==> src/rtl/alu_arbiter_if.sv <==
// Requester and ALU handshake bundle for alu_arbiter.
// master: the arbiter side; slave: the requesters and the ALU.
interface alu_arbiter_if #(
  parameter int REG_SIZE = 8,
  parameter int NUM_REQ  = 2
);
  localparam int GW = $clog2(NUM_REQ);

  logic [NUM_REQ-1:0]          req_valid;
  logic [2*NUM_REQ-1:0]        req_operation;
  logic [REG_SIZE*NUM_REQ-1:0] req_op1;
  logic [REG_SIZE*NUM_REQ-1:0] req_op2;
  logic [NUM_REQ-1:0]          req_ready;
  logic [NUM_REQ-1:0]          rsp_valid;
  logic [NUM_REQ-1:0]          rsp_err;
  logic [REG_SIZE-1:0]         rsp_res;
  logic [1:0]                  alu_operation;
  logic [REG_SIZE-1:0]         alu_op1;
  logic [REG_SIZE-1:0]         alu_op2;
  logic                        alu_req;
  logic                        alu_done;
  logic [REG_SIZE-1:0]         alu_res;
  logic                        busy;
  logic [GW-1:0]               grant_id;

  modport master (
    input  req_valid, req_operation, req_op1, req_op2, alu_done, alu_res,
    output req_ready, rsp_valid, rsp_err, rsp_res,
    output alu_operation, alu_op1, alu_op2, alu_req, busy, grant_id
  );

  modport slave (
    output req_valid, req_operation, req_op1, req_op2, alu_done, alu_res,
    input  req_ready, rsp_valid, rsp_err, rsp_res,
    input  alu_operation, alu_op1, alu_op2, alu_req, busy, grant_id
  );
endinterface

==> src/rtl/alu_arbiter.sv <==
// Round-robin arbiter sharing one ALU between NUM_REQ requesters, with a
// watchdog that aborts an operation whose alu_done never arrives.
module alu_arbiter #(
  parameter int REG_SIZE = 8,
  parameter int NUM_REQ  = 2,
  parameter int TIMEOUT  = 16
) (
  input logic           clk,
  input logic           rst,
  alu_arbiter_if.master bus
);
  localparam int GW = $clog2(NUM_REQ);
  localparam int CW = $clog2(TIMEOUT + 1);
  localparam logic [CW-1:0] CNT_LIMIT = CW'(TIMEOUT);
  localparam logic [GW-1:0] LAST_IDX  = GW'(NUM_REQ - 1);

  typedef enum logic [1:0] {
    IDLE  = 2'd0,
    ISSUE = 2'd1,
    WAIT  = 2'd2,
    RESP  = 2'd3
  } state_e;

  state_e              state_q, state_d;
  logic [GW-1:0]       last_grant_q, last_grant_d;
  logic [1:0]          op_q, op_d;
  logic [REG_SIZE-1:0] op1_q, op1_d;
  logic [REG_SIZE-1:0] op2_q, op2_d;
  logic [CW-1:0]       cnt_q, cnt_d, cnt_inc_s;
  logic [REG_SIZE-1:0] res_q, res_d;
  logic                err_q, err_d;

  logic                win_found_s;
  logic [GW-1:0]       win_idx_s, cand_idx_s;

  logic [NUM_REQ-1:0]  req_ready_q, req_ready_d;
  logic [NUM_REQ-1:0]  rsp_valid_q, rsp_valid_d;
  logic [NUM_REQ-1:0]  rsp_err_q, rsp_err_d;
  logic [REG_SIZE-1:0] rsp_res_q, rsp_res_d;
  logic                alu_req_q, alu_req_d;
  logic                busy_q, busy_d;
  logic [GW-1:0]       grant_id_q, grant_id_d;

  // Round-robin search: walk from lowest to highest priority so the
  // requester right after the last winner is assigned last and wins.
  always_comb begin
    win_found_s = 1'b0;
    win_idx_s   = '0;
    cand_idx_s  = '0;
    for (int i = NUM_REQ; i >= 1; i--) begin
      cand_idx_s  = GW'((int'(last_grant_q) + i) % NUM_REQ);
      win_found_s = win_found_s | bus.req_valid[cand_idx_s];
      win_idx_s   = bus.req_valid[cand_idx_s] ? cand_idx_s : win_idx_s;
    end
  end

  // Watchdog increment saturates at the limit instead of wrapping.
  always_comb begin
    cnt_inc_s = (cnt_q >= CNT_LIMIT) ? cnt_q : (cnt_q + CW'(1));
  end

  // FSM state register.
  always_ff @(posedge clk) begin
    if (rst) begin
      state_q <= IDLE;
    end else begin
      state_q <= state_d;
    end
  end

  // FSM next-state and datapath update.
  always_comb begin
    state_d      = state_q;
    last_grant_d = last_grant_q;
    op_d         = op_q;
    op1_d        = op1_q;
    op2_d        = op2_q;
    cnt_d        = cnt_q;
    res_d        = res_q;
    err_d        = err_q;
    case (state_q)
      IDLE: begin
        if (win_found_s) begin
          state_d      = ISSUE;
          last_grant_d = win_idx_s;
          op_d         = bus.req_operation[int'(win_idx_s)*2 +: 2];
          op1_d        = bus.req_op1[int'(win_idx_s)*REG_SIZE +: REG_SIZE];
          op2_d        = bus.req_op2[int'(win_idx_s)*REG_SIZE +: REG_SIZE];
        end else begin
          state_d = IDLE;
        end
      end
      ISSUE: begin
        state_d = WAIT;
        cnt_d   = '0;
      end
      WAIT: begin
        cnt_d = cnt_inc_s;
        // A done landing on the timeout cycle still counts as success.
        if (bus.alu_done) begin
          res_d   = bus.alu_res;
          err_d   = 1'b0;
          state_d = RESP;
        end else if (cnt_inc_s == CNT_LIMIT) begin
          res_d   = '0;
          err_d   = 1'b1;
          state_d = RESP;
        end else begin
          state_d = WAIT;
        end
      end
      RESP: begin
        state_d = IDLE;
      end
      default: begin
        state_d = IDLE;
      end
    endcase
  end

  // Output decode from the next state so every output comes from a flop.
  always_comb begin
    req_ready_d = '0;
    rsp_valid_d = '0;
    rsp_err_d   = '0;
    rsp_res_d   = '0;
    alu_req_d   = 1'b0;
    busy_d      = (state_d != IDLE);
    grant_id_d  = (state_d == ISSUE) ? last_grant_d : grant_id_q;
    case (state_d)
      IDLE: begin
        alu_req_d = 1'b0;
      end
      ISSUE: begin
        alu_req_d                 = 1'b1;
        req_ready_d[last_grant_d] = 1'b1;
      end
      WAIT: begin
        alu_req_d = 1'b0;
      end
      RESP: begin
        rsp_valid_d[last_grant_d] = 1'b1;
        rsp_err_d[last_grant_d]   = err_d;
        rsp_res_d                 = res_d;
      end
      default: begin
        alu_req_d = 1'b0;
      end
    endcase
  end

  // Operand latches, watchdog, captured result and registered outputs.
  always_ff @(posedge clk) begin
    if (rst) begin
      last_grant_q <= LAST_IDX;
      op_q         <= 2'd0;
      op1_q        <= '0;
      op2_q        <= '0;
      cnt_q        <= '0;
      res_q        <= '0;
      err_q        <= 1'b0;
      req_ready_q  <= '0;
      rsp_valid_q  <= '0;
      rsp_err_q    <= '0;
      rsp_res_q    <= '0;
      alu_req_q    <= 1'b0;
      busy_q       <= 1'b0;
      grant_id_q   <= '0;
    end else begin
      last_grant_q <= last_grant_d;
      op_q         <= op_d;
      op1_q        <= op1_d;
      op2_q        <= op2_d;
      cnt_q        <= cnt_d;
      res_q        <= res_d;
      err_q        <= err_d;
      req_ready_q  <= req_ready_d;
      rsp_valid_q  <= rsp_valid_d;
      rsp_err_q    <= rsp_err_d;
      rsp_res_q    <= rsp_res_d;
      alu_req_q    <= alu_req_d;
      busy_q       <= busy_d;
      grant_id_q   <= grant_id_d;
    end
  end

  assign bus.req_ready     = req_ready_q;
  assign bus.rsp_valid     = rsp_valid_q;
  assign bus.rsp_err       = rsp_err_q;
  assign bus.rsp_res       = rsp_res_q;
  assign bus.alu_operation = op_q;
  assign bus.alu_op1       = op1_q;
  assign bus.alu_op2       = op2_q;
  assign bus.alu_req       = alu_req_q;
  assign bus.busy          = busy_q;
  assign bus.grant_id      = grant_id_q;
endmodule

==> src/flat_wrapper.sv <==
// flat-port wrapper written by rule: the top's interface ports become plain ports
module alu_arbiter_flat 
#(
  parameter int REG_SIZE = 8,
  parameter int NUM_REQ  = 2,
  parameter int TIMEOUT  = 16
)
  (clk, rst, bus_req_valid, bus_req_operation, bus_req_op1, bus_req_op2, bus_alu_done, bus_alu_res, bus_req_ready, bus_rsp_valid, bus_rsp_err, bus_rsp_res, bus_alu_operation, bus_alu_op1, bus_alu_op2, bus_alu_req, bus_busy, bus_grant_id);
  alu_arbiter_if #(.REG_SIZE(REG_SIZE), .NUM_REQ(NUM_REQ)) bus_i ();
  input logic clk;
  input logic rst;
  input wire logic [$bits(bus_i.req_valid)-1:0] bus_req_valid;
  input wire logic [$bits(bus_i.req_operation)-1:0] bus_req_operation;
  input wire logic [$bits(bus_i.req_op1)-1:0] bus_req_op1;
  input wire logic [$bits(bus_i.req_op2)-1:0] bus_req_op2;
  input wire logic [$bits(bus_i.alu_done)-1:0] bus_alu_done;
  input wire logic [$bits(bus_i.alu_res)-1:0] bus_alu_res;
  output wire logic [$bits(bus_i.req_ready)-1:0] bus_req_ready;
  output wire logic [$bits(bus_i.rsp_valid)-1:0] bus_rsp_valid;
  output wire logic [$bits(bus_i.rsp_err)-1:0] bus_rsp_err;
  output wire logic [$bits(bus_i.rsp_res)-1:0] bus_rsp_res;
  output wire logic [$bits(bus_i.alu_operation)-1:0] bus_alu_operation;
  output wire logic [$bits(bus_i.alu_op1)-1:0] bus_alu_op1;
  output wire logic [$bits(bus_i.alu_op2)-1:0] bus_alu_op2;
  output wire logic [$bits(bus_i.alu_req)-1:0] bus_alu_req;
  output wire logic [$bits(bus_i.busy)-1:0] bus_busy;
  output wire logic [$bits(bus_i.grant_id)-1:0] bus_grant_id;
  assign bus_i.req_valid = bus_req_valid;
  assign bus_i.req_operation = bus_req_operation;
  assign bus_i.req_op1 = bus_req_op1;
  assign bus_i.req_op2 = bus_req_op2;
  assign bus_i.alu_done = bus_alu_done;
  assign bus_i.alu_res = bus_alu_res;
  assign bus_req_ready = bus_i.req_ready;
  assign bus_rsp_valid = bus_i.rsp_valid;
  assign bus_rsp_err = bus_i.rsp_err;
  assign bus_rsp_res = bus_i.rsp_res;
  assign bus_alu_operation = bus_i.alu_operation;
  assign bus_alu_op1 = bus_i.alu_op1;
  assign bus_alu_op2 = bus_i.alu_op2;
  assign bus_alu_req = bus_i.alu_req;
  assign bus_busy = bus_i.busy;
  assign bus_grant_id = bus_i.grant_id;
  alu_arbiter #(.REG_SIZE(REG_SIZE), .NUM_REQ(NUM_REQ), .TIMEOUT(TIMEOUT)) u_core (.clk(clk), .rst(rst), .bus(bus_i));
endmodule
==> config.mk <==
export PLATFORM = sky130hd
export DESIGN_NAME = alu_arbiter_flat
export DESIGN_NICKNAME = d
export VERILOG_FILES = /design/src/rtl/alu_arbiter_if.sv /design/src/rtl/alu_arbiter.sv /design/src/flat_wrapper.sv
export SDC_FILE = /design/constraint.sdc
export NUM_CORES = 1
export LEC_CHECK = 0
export ABC_CLOCK_PERIOD_IN_PS = 2600
export CAP_MARGIN = 10
export CORE_MARGIN = 5
export CORE_UTILIZATION = 30
export CTS_CLUSTER_DIAMETER = 100
export DETAILED_ROUTE_END_ITERATION = 12
export DONT_BUFFER_PORTS = 1
export GPL_TIMING_DRIVEN = 1
export SYNTH_ARGS = -nofsm -noshare
export SYNTH_HDL_FRONTEND = slang
export SYNTH_SLANG_ARGS = --single-unit
==> constraint.sdc <==
create_clock -name clk -period 2.6 [get_ports clk]
set_input_delay 0.26 -clock clk [delete_from_list [all_inputs] [get_ports clk]]
set_output_delay 0.26 -clock clk [all_outputs]
set_load 0.005 [all_outputs]
==> results of run 1 <==
-- worst paths after layout --
| path | endpoint | start | slack (ns) |
|---|---|---|---|
| max | u_core.bus.grant_id | u_core.cnt_q[0] | 0.63 |
| min reg2reg | u_core.bus.alu_op2[1] | u_core.bus.alu_op2[1] | 0.53 |
| min | u_core.bus.alu_op1[1] | rst | 0.01 |
| max reg2reg | u_core.bus.grant_id | u_core.cnt_q[0] | 0.63 |
-- layer usage --
metal  vias up  GRT usage, %  routed length (um)
met3         5          5.34                 547
met1       639          12.3                2120
met4         0          3.61                  74
met5         -             0                   0
met2        73          14.8                1920
li1        739             -                   -
-- kinds of logic (layout without fill, tap and decap cells) --
logic type / count (synthesis) / count (layout) / synth area share (%)
fa+ha+maj: 5 / 5 / 2.92
flops: 52 / 52 / 48.5
simple gates: 70 / 70 / 17.0
compound gates: 47 / 47 / 18.4
buf+inv: 23 / 21 / 4.72
mux: 18 / 18 / 8.40
-- report_power, final --
group          internal [mW]  total, mW  leakage (nW)  switching (mW)
registers              0.879      0.935         0.426          0.0569
logic                  0.131      0.321         0.367           0.190
clock network          0.292      0.572        0.0600           0.280
-- sequential cells by signal, indices dropped and copies added (netlist names), 2 cells and up --
register                  count
u_core.bus.alu_op1            8
u_core.res_q                  8
u_core.state_q                2
u_core.bus.alu_operation      2
u_core.bus.req_ready          2
u_core.cnt_q                  5
u_core.bus.rsp_valid          2
u_core.bus.rsp_res            8
u_core.bus.alu_op2            8
u_core.bus.rsp_err            2
-- layout by cell type (no fill, tap or decap), drive strengths merged --
cell          n
or3           1
nor2         31
o21a          1
a22o          9
a21boi        1
nand4         1
a211oi       18
and3          1
o21ai         6
nor3          4
o32ai         1
mux2i        18
and2          1
nand2         8
ha            5
dlygate4sd3   2
bufinv        1
clkbuf        5
nand4b        1
nand3         1
inv          10
dfxtp        52
a21oi         5
a22oi         1
nand3b        1
a31oi         2
a31o          1
clkinv        1
nor2b        17
nand2b        3
a221oi        1
buf           2
a41oi         1
-- cell type report --
| type | instances | area [um^2] |
|---|---|---|
| Fill cell | 723 | 4520 |
| Tap cell | 96 | 120 |
| Sequential cell | 52 | 1040 |
| Multi-Input combinational cell | 140 | 1010 |
| Timing Repair Buffer | 4 | 35.0 |
| Clock buffer | 5 | 68.8 |
| Inverter | 9 | 33.8 |
| Clock inverter | 3 | 46.3 |
-- repair_timing --
action | in CTS | in global routing
hold endpoints to repair | 5 | 17
gates resized for setup | 0 | 0
hold buffers | 1 | 1
==> qor.csv, run 1 <==
metric,value,unit
status,"complete, no violations",
post-synth top area share,48.5,%
worst setup margin,0.627,ns
largest net degree at the start of global routing,37,
R2R depth,7,
Total Nets Final,266,
DR vias,1456,
fin crit share,75.9,%
antenna cells,0,
largest stage delay on the critical path,0.45,ns
FMAX,0.507,GHz
ys async rst share,0,%
"Data arrival, critical path",2.22,ns
cell count after synthesis,215,
setup violators final,0,
Slew HR,52.7,%
DR pass1 iterations,4,
clk_skew,0.00600,ns
Synth warnings,0,
Initial Util,31.2,%
crit path max fanout,7,
clk_lat worst skew,0.31,ns
Maximum Capacitance Violations,0,
synth cell count leaders,"dfxtp_1 (52), nor2_1 (31), a211oi_1 (18), mux2i_1 (18), nor2b_1 (17)",
CORE AREA,6870,um^2
TritonCTS clock tree,built,
Area after DPL,2220,um^2
Tightest Hold Check Type,primary input to register,
Worst Tran Pin Value,0.708,ns
top post-synthesis cells by area,"dfxtp_1 (49%), mux2i_1 (8.4%), a211oi_1 (6.3%)",
Non-Filler Instances,309,
post-synthesis sequential area ratio,48.5,%
hold path depth,1,
clk sink count,52,
crit-path cells,inv_1 -> ha_1 -> nor2_1 -> a22o_1 -> a41oi_4 -> or3_4 -> o21ai_2,
Total GRT Usage,10.0,%
Final Max Slew Viols,0,
Stages on worst setup path,7,
power per cell area,777,nW/um^2
share of cells above drive strength 1,10.3,%
Final Cell Area,2350,um^2
post-place setup slack,0.653,ns
I/O pin count,84,
GR Overflow Total,0,
final hold violation count,0,
CP Data Required Time,2.85,ns
initial antenna violation count,0,
synthesized area,2150,um^2
Crit path max-delay family,compound AO/OA/AOI/OAI gates,
min Tclk post-route,1.97,ns
full die area,8940,um^2
Worst Setup End Kind,register,
port bufs,0,
Post-synth EDFFs,0,
die width,94.6,um
post-layout util,34.2,%
#FFs+latches synth,52,
row cnt,30,
global-route wire length before repair,6810,um
clock-pin slew on the worst setup and hold paths,0.10,ns
CTS max path bufs,2,
Pwr Total,1.83,mW
Main synth FF type,dfxtp_1,
Initial DRC Count,49,
"Distinct cells, synth",39,
Syn-to-layout area delta,9.62,%
Setup TNS Final,0,ns
Crit Path Category,register to register,
DIE HEIGHT,94.6,um
Buf/Inv on CP,1,
mean routed wirelength per cell,15.1,um
Via-to-Cell Ratio,4.71,
Post-Route WL,4660,um
Num CTS Buffers,5,
RSZ-0062 raised after global routing,no,
"area leader, netlist",dfxtp_1,
Worst setup SP type,register,
Synth Net Count,269,
Detail Placement HPWL,3250,um
GPL Wtd Cong,0.800,
antenna-violating nets left,0,
Root Buffer,clkbuf_8,
CTS HTree Levels,2,
detailed-route DRC error count,0,
Leakage,0.852,nW
"slowest stage cell, crit path",dfxtp_1,
cell with the most instances after synthesis,dfxtp_1,
dpl cells,299,
Final Hold Slack,0.0135,ns
synthesized area per cell,9.98,um^2
setup bufs post-CTS,0,
Max VDD drop,309,uV
number of global-route vias before repair,1342,
No activity file was read; power rests on OpenSTA's default activity.
==> run 2, diff against run 1 <==
ABC_CLOCK_PERIOD_IN_PS = 1700   (was 2600)
clock period = 1.7 ns   (was 2.6 ns; I/O delays follow)
==> qor.csv, run 2 (synthesis results as in run 1) <==
metric,value,unit,change
status,"complete, no violations",,unchanged
Max VDD drop,443,uV,was 309 uV
CORE AREA,6870,um^2,unchanged
GPL Wtd Cong,0.766,,was 0.800
worst setup margin,0.0354,ns,was 0.627 ns
Total GRT Usage,10.4,%,was 10.0%
CTS HTree Levels,2,,unchanged
Post-Route WL,4640,um,was 4660 um
DR pass1 iterations,4,,unchanged
most frequent cells in the layout,"dfxtp_1 (49), nor2_1 (28), mux2i_1 (18), a211oi_1 (18), nor2b_1 (15)",,"was dfxtp_1 (52), nor2_1 (31), mux2i_1 (18), a211oi_1 (18), nor2b_1 (17)"
Via-to-Cell Ratio,4.71,,about the same
final hold violation count,0,,unchanged
Root Buffer,clkbuf_8,,unchanged
die width,94.6,um,unchanged
largest net degree at the start of global routing,37,,unchanged
share of cells above drive strength 1,21.6,%,was 10.3%
Worst setup SP type,register,,unchanged
Non-Filler Instances,323,,was 309
Crit path max-delay family,compound AO/OA/AOI/OAI gates,,unchanged
Pwr Total,2.74,mW,was 1.83 mW
Tightest Hold Check Type,primary input to register,,unchanged
detailed-route DRC error count,0,,unchanged
Maximum Capacitance Violations,0,,unchanged
multi-input logic area,1070,um^2,was 1010 um^2
internal power,1.91,mW,was 1.30 mW
hold path depth,2,,was 1
reg2reg end,u_core.bus.rsp_res[1],,was u_core.bus.grant_id
port bufs,0,,unchanged
crit-path cells,buf_6 -> ha_4 -> nand3b_1 -> o32ai_4 -> buf_12 -> a31oi_4 -> a22o_1 -> nor2b_1,,was inv_1 -> ha_1 -> nor2_1 -> a22o_1 -> a41oi_4 -> or3_4 -> o21ai_2
fin crit share,97.9,%,was 75.9%
full die area,8940,um^2,unchanged
Buf/Inv on CP,2,,was 1
WL met2,1980,um,was 1920 um
WHS Endpoint,u_core.bus.req_ready[1],,was u_core.bus.alu_op1[1]
GR Overflow Total,0,,unchanged
Worst Tran Pin Value,0.400,ns,was 0.708 ns
Slew HR,73.2,%,was 52.7%
Switching Fraction,30.4,%,was 28.8%
antenna cells,0,,unchanged
Syn-to-layout area delta,18.4,%,was 9.62%
Psw,831,uW,was 527 uW
Detail Placement HPWL,3310,um,was 3250 um
"slowest stage cell, crit path",dfxtp_4,,was dfxtp_1
clk sink count,52,,unchanged
clk_skew,0.00957,ns,was 0.00600 ns
antenna-violating nets left,0,,unchanged
largest stage delay on the critical path,0.36,ns,was 0.45 ns
Num CTS Buffers,5,,unchanged
min Tclk post-route,1.66,ns,was 1.97 ns
Leakage,0.934,nW,was 0.852 nW
part of the power in the clock network,26.2,%,was 31.3%
filler cell count,701,,was 723
Final Max Slew Viols,0,,unchanged
Initial Util,31.2,%,unchanged
CP Data Required Time,1.95,ns,was 2.85 ns
initial antenna violation count,0,,unchanged
"Data arrival, critical path",1.91,ns,was 2.22 ns
clk_lat worst skew,0.31,ns,about the same
R2R depth,8,,was 7
FMAX,0.601,GHz,was 0.507 GHz
I/O pin count,84,,unchanged
Total Nets Final,280,,was 266
Metal-1 WL,2080,um,was 2120 um
global-route wire length before repair,7180,um,was 6810 um
Worst Setup End Kind,register,,unchanged
Max Used Layer,met4,,unchanged
Flop pwr share,52.2,%,was 51.2%
TritonCTS clock tree,built,,unchanged
dpl cells,308,,was 299
register area,1050,um^2,was 1040 um^2
RR Startpoint,u_core.cnt_q[0],,unchanged
R2R setup slack,0.04,ns,was 0.63 ns
combinational share of power,21.7,%,was 17.5%
mean routed wirelength per cell,14.4,um,was 15.1 um
setup violators final,0,,unchanged
row cnt,30,,unchanged
crit path max fanout,8,,was 7
Initial DRC Count,49,,unchanged
"commonest non-fill, non-tap cell in the layout",dfxtp_1,,unchanged
DR vias,1522,,was 1456
clock-pin slew on the worst setup and hold paths,0.10,ns,about the same
CTS max path bufs,2,,unchanged
met3 wire length,526,um,was 547 um
hold path startpoint,rst,,unchanged
Crit Path Category,register to register,,unchanged
DIE HEIGHT,94.6,um,unchanged
RSZ-0062 raised after global routing,yes,,was no
number of global-route vias before repair,1440,,was 1342
power per cell area,1080,nW/um^2,was 777 nW/um^2
post-place setup slack,-0.0526,ns,was 0.653 ns
## run 2: stage by stage
step                setup TNS [ns]  utilization, %  hold slack (ns)  instance area [um^2]
finish                           0            37.0           0.0554                  2540
global route                -0.468            37.0           0.0489                  2540
CTS                        -0.0143            36.3          0.00903                  2490
detailed placement          -0.198            33.5            0.240                  2300
global placement          -0.00208            33.5            0.239                  2300
floorplan                 -0.00972               -            0.279                  2150
## run 2: power by group through the flow
stage	Combinational (mW)	Clock (mW)	Sequential [mW]
2_1_floorplan	0.425	0	1.43
3_3_place_gp	0.528	0	1.46
3_5_place_dp	0.539	0	1.46
4_1_cts	0.587	0.742	1.43
5_1_grt	0.664	0.802	1.45
6_report	0.593	0.716	1.43
## run 2: area by class of cell
| class | instances | area share [%] |
|---|---|---|
| repair buffers | 17 | 6.90 |
| inverters | 9 | 1.33 |
| flip-flops and latches | 52 | 41.2 |
| multi-input cells | 141 | 42.2 |
| clock inverters | 3 | 0.887 |
| clock buffers | 5 | 2.71 |
| well taps | 96 | 4.73 |
## run 2: worst max path at each step
stage / cells after the start / slack, ns / startpoint / endpoint
floorplan: 7 / -0.01 / u_core.cnt_q[0] / u_core.bus.grant_id
global placement: 7 / -0.002 / u_core.cnt_q[0] / u_core.bus.grant_id
detailed placement: 7 / -0.05 / u_core.cnt_q[0] / u_core.bus.grant_id
CTS: 7 / -0.01 / u_core.cnt_q[0] / u_core.bus.grant_id
global route: 8 / -0.05 / u_core.cnt_q[0] / u_core.bus.rsp_res[2]
finish: 8 / 0.04 / u_core.cnt_q[0] / u_core.bus.rsp_res[1]
## run 2: layer usage
layer	track usage (%)	vias to the layer above
met1	13.1	675
met4	3.97	0
met3	5.26	5
met2	15.1	68
met5	0	-
li1	-	774
## run 2: repair_timing
| item | in CTS | in global routing |
|---|---|---|
| pin swaps | 8 | 14 |
| setup endpoints to repair | 24 | 27 |
| hold buffers | 1 | 1 |
| setup buffers | 3 | 1 |
| gates resized for setup | 7 | 8 |
| endpoints found under the hold margin | 35 | 1 |
| cloned | 1 | 0 |
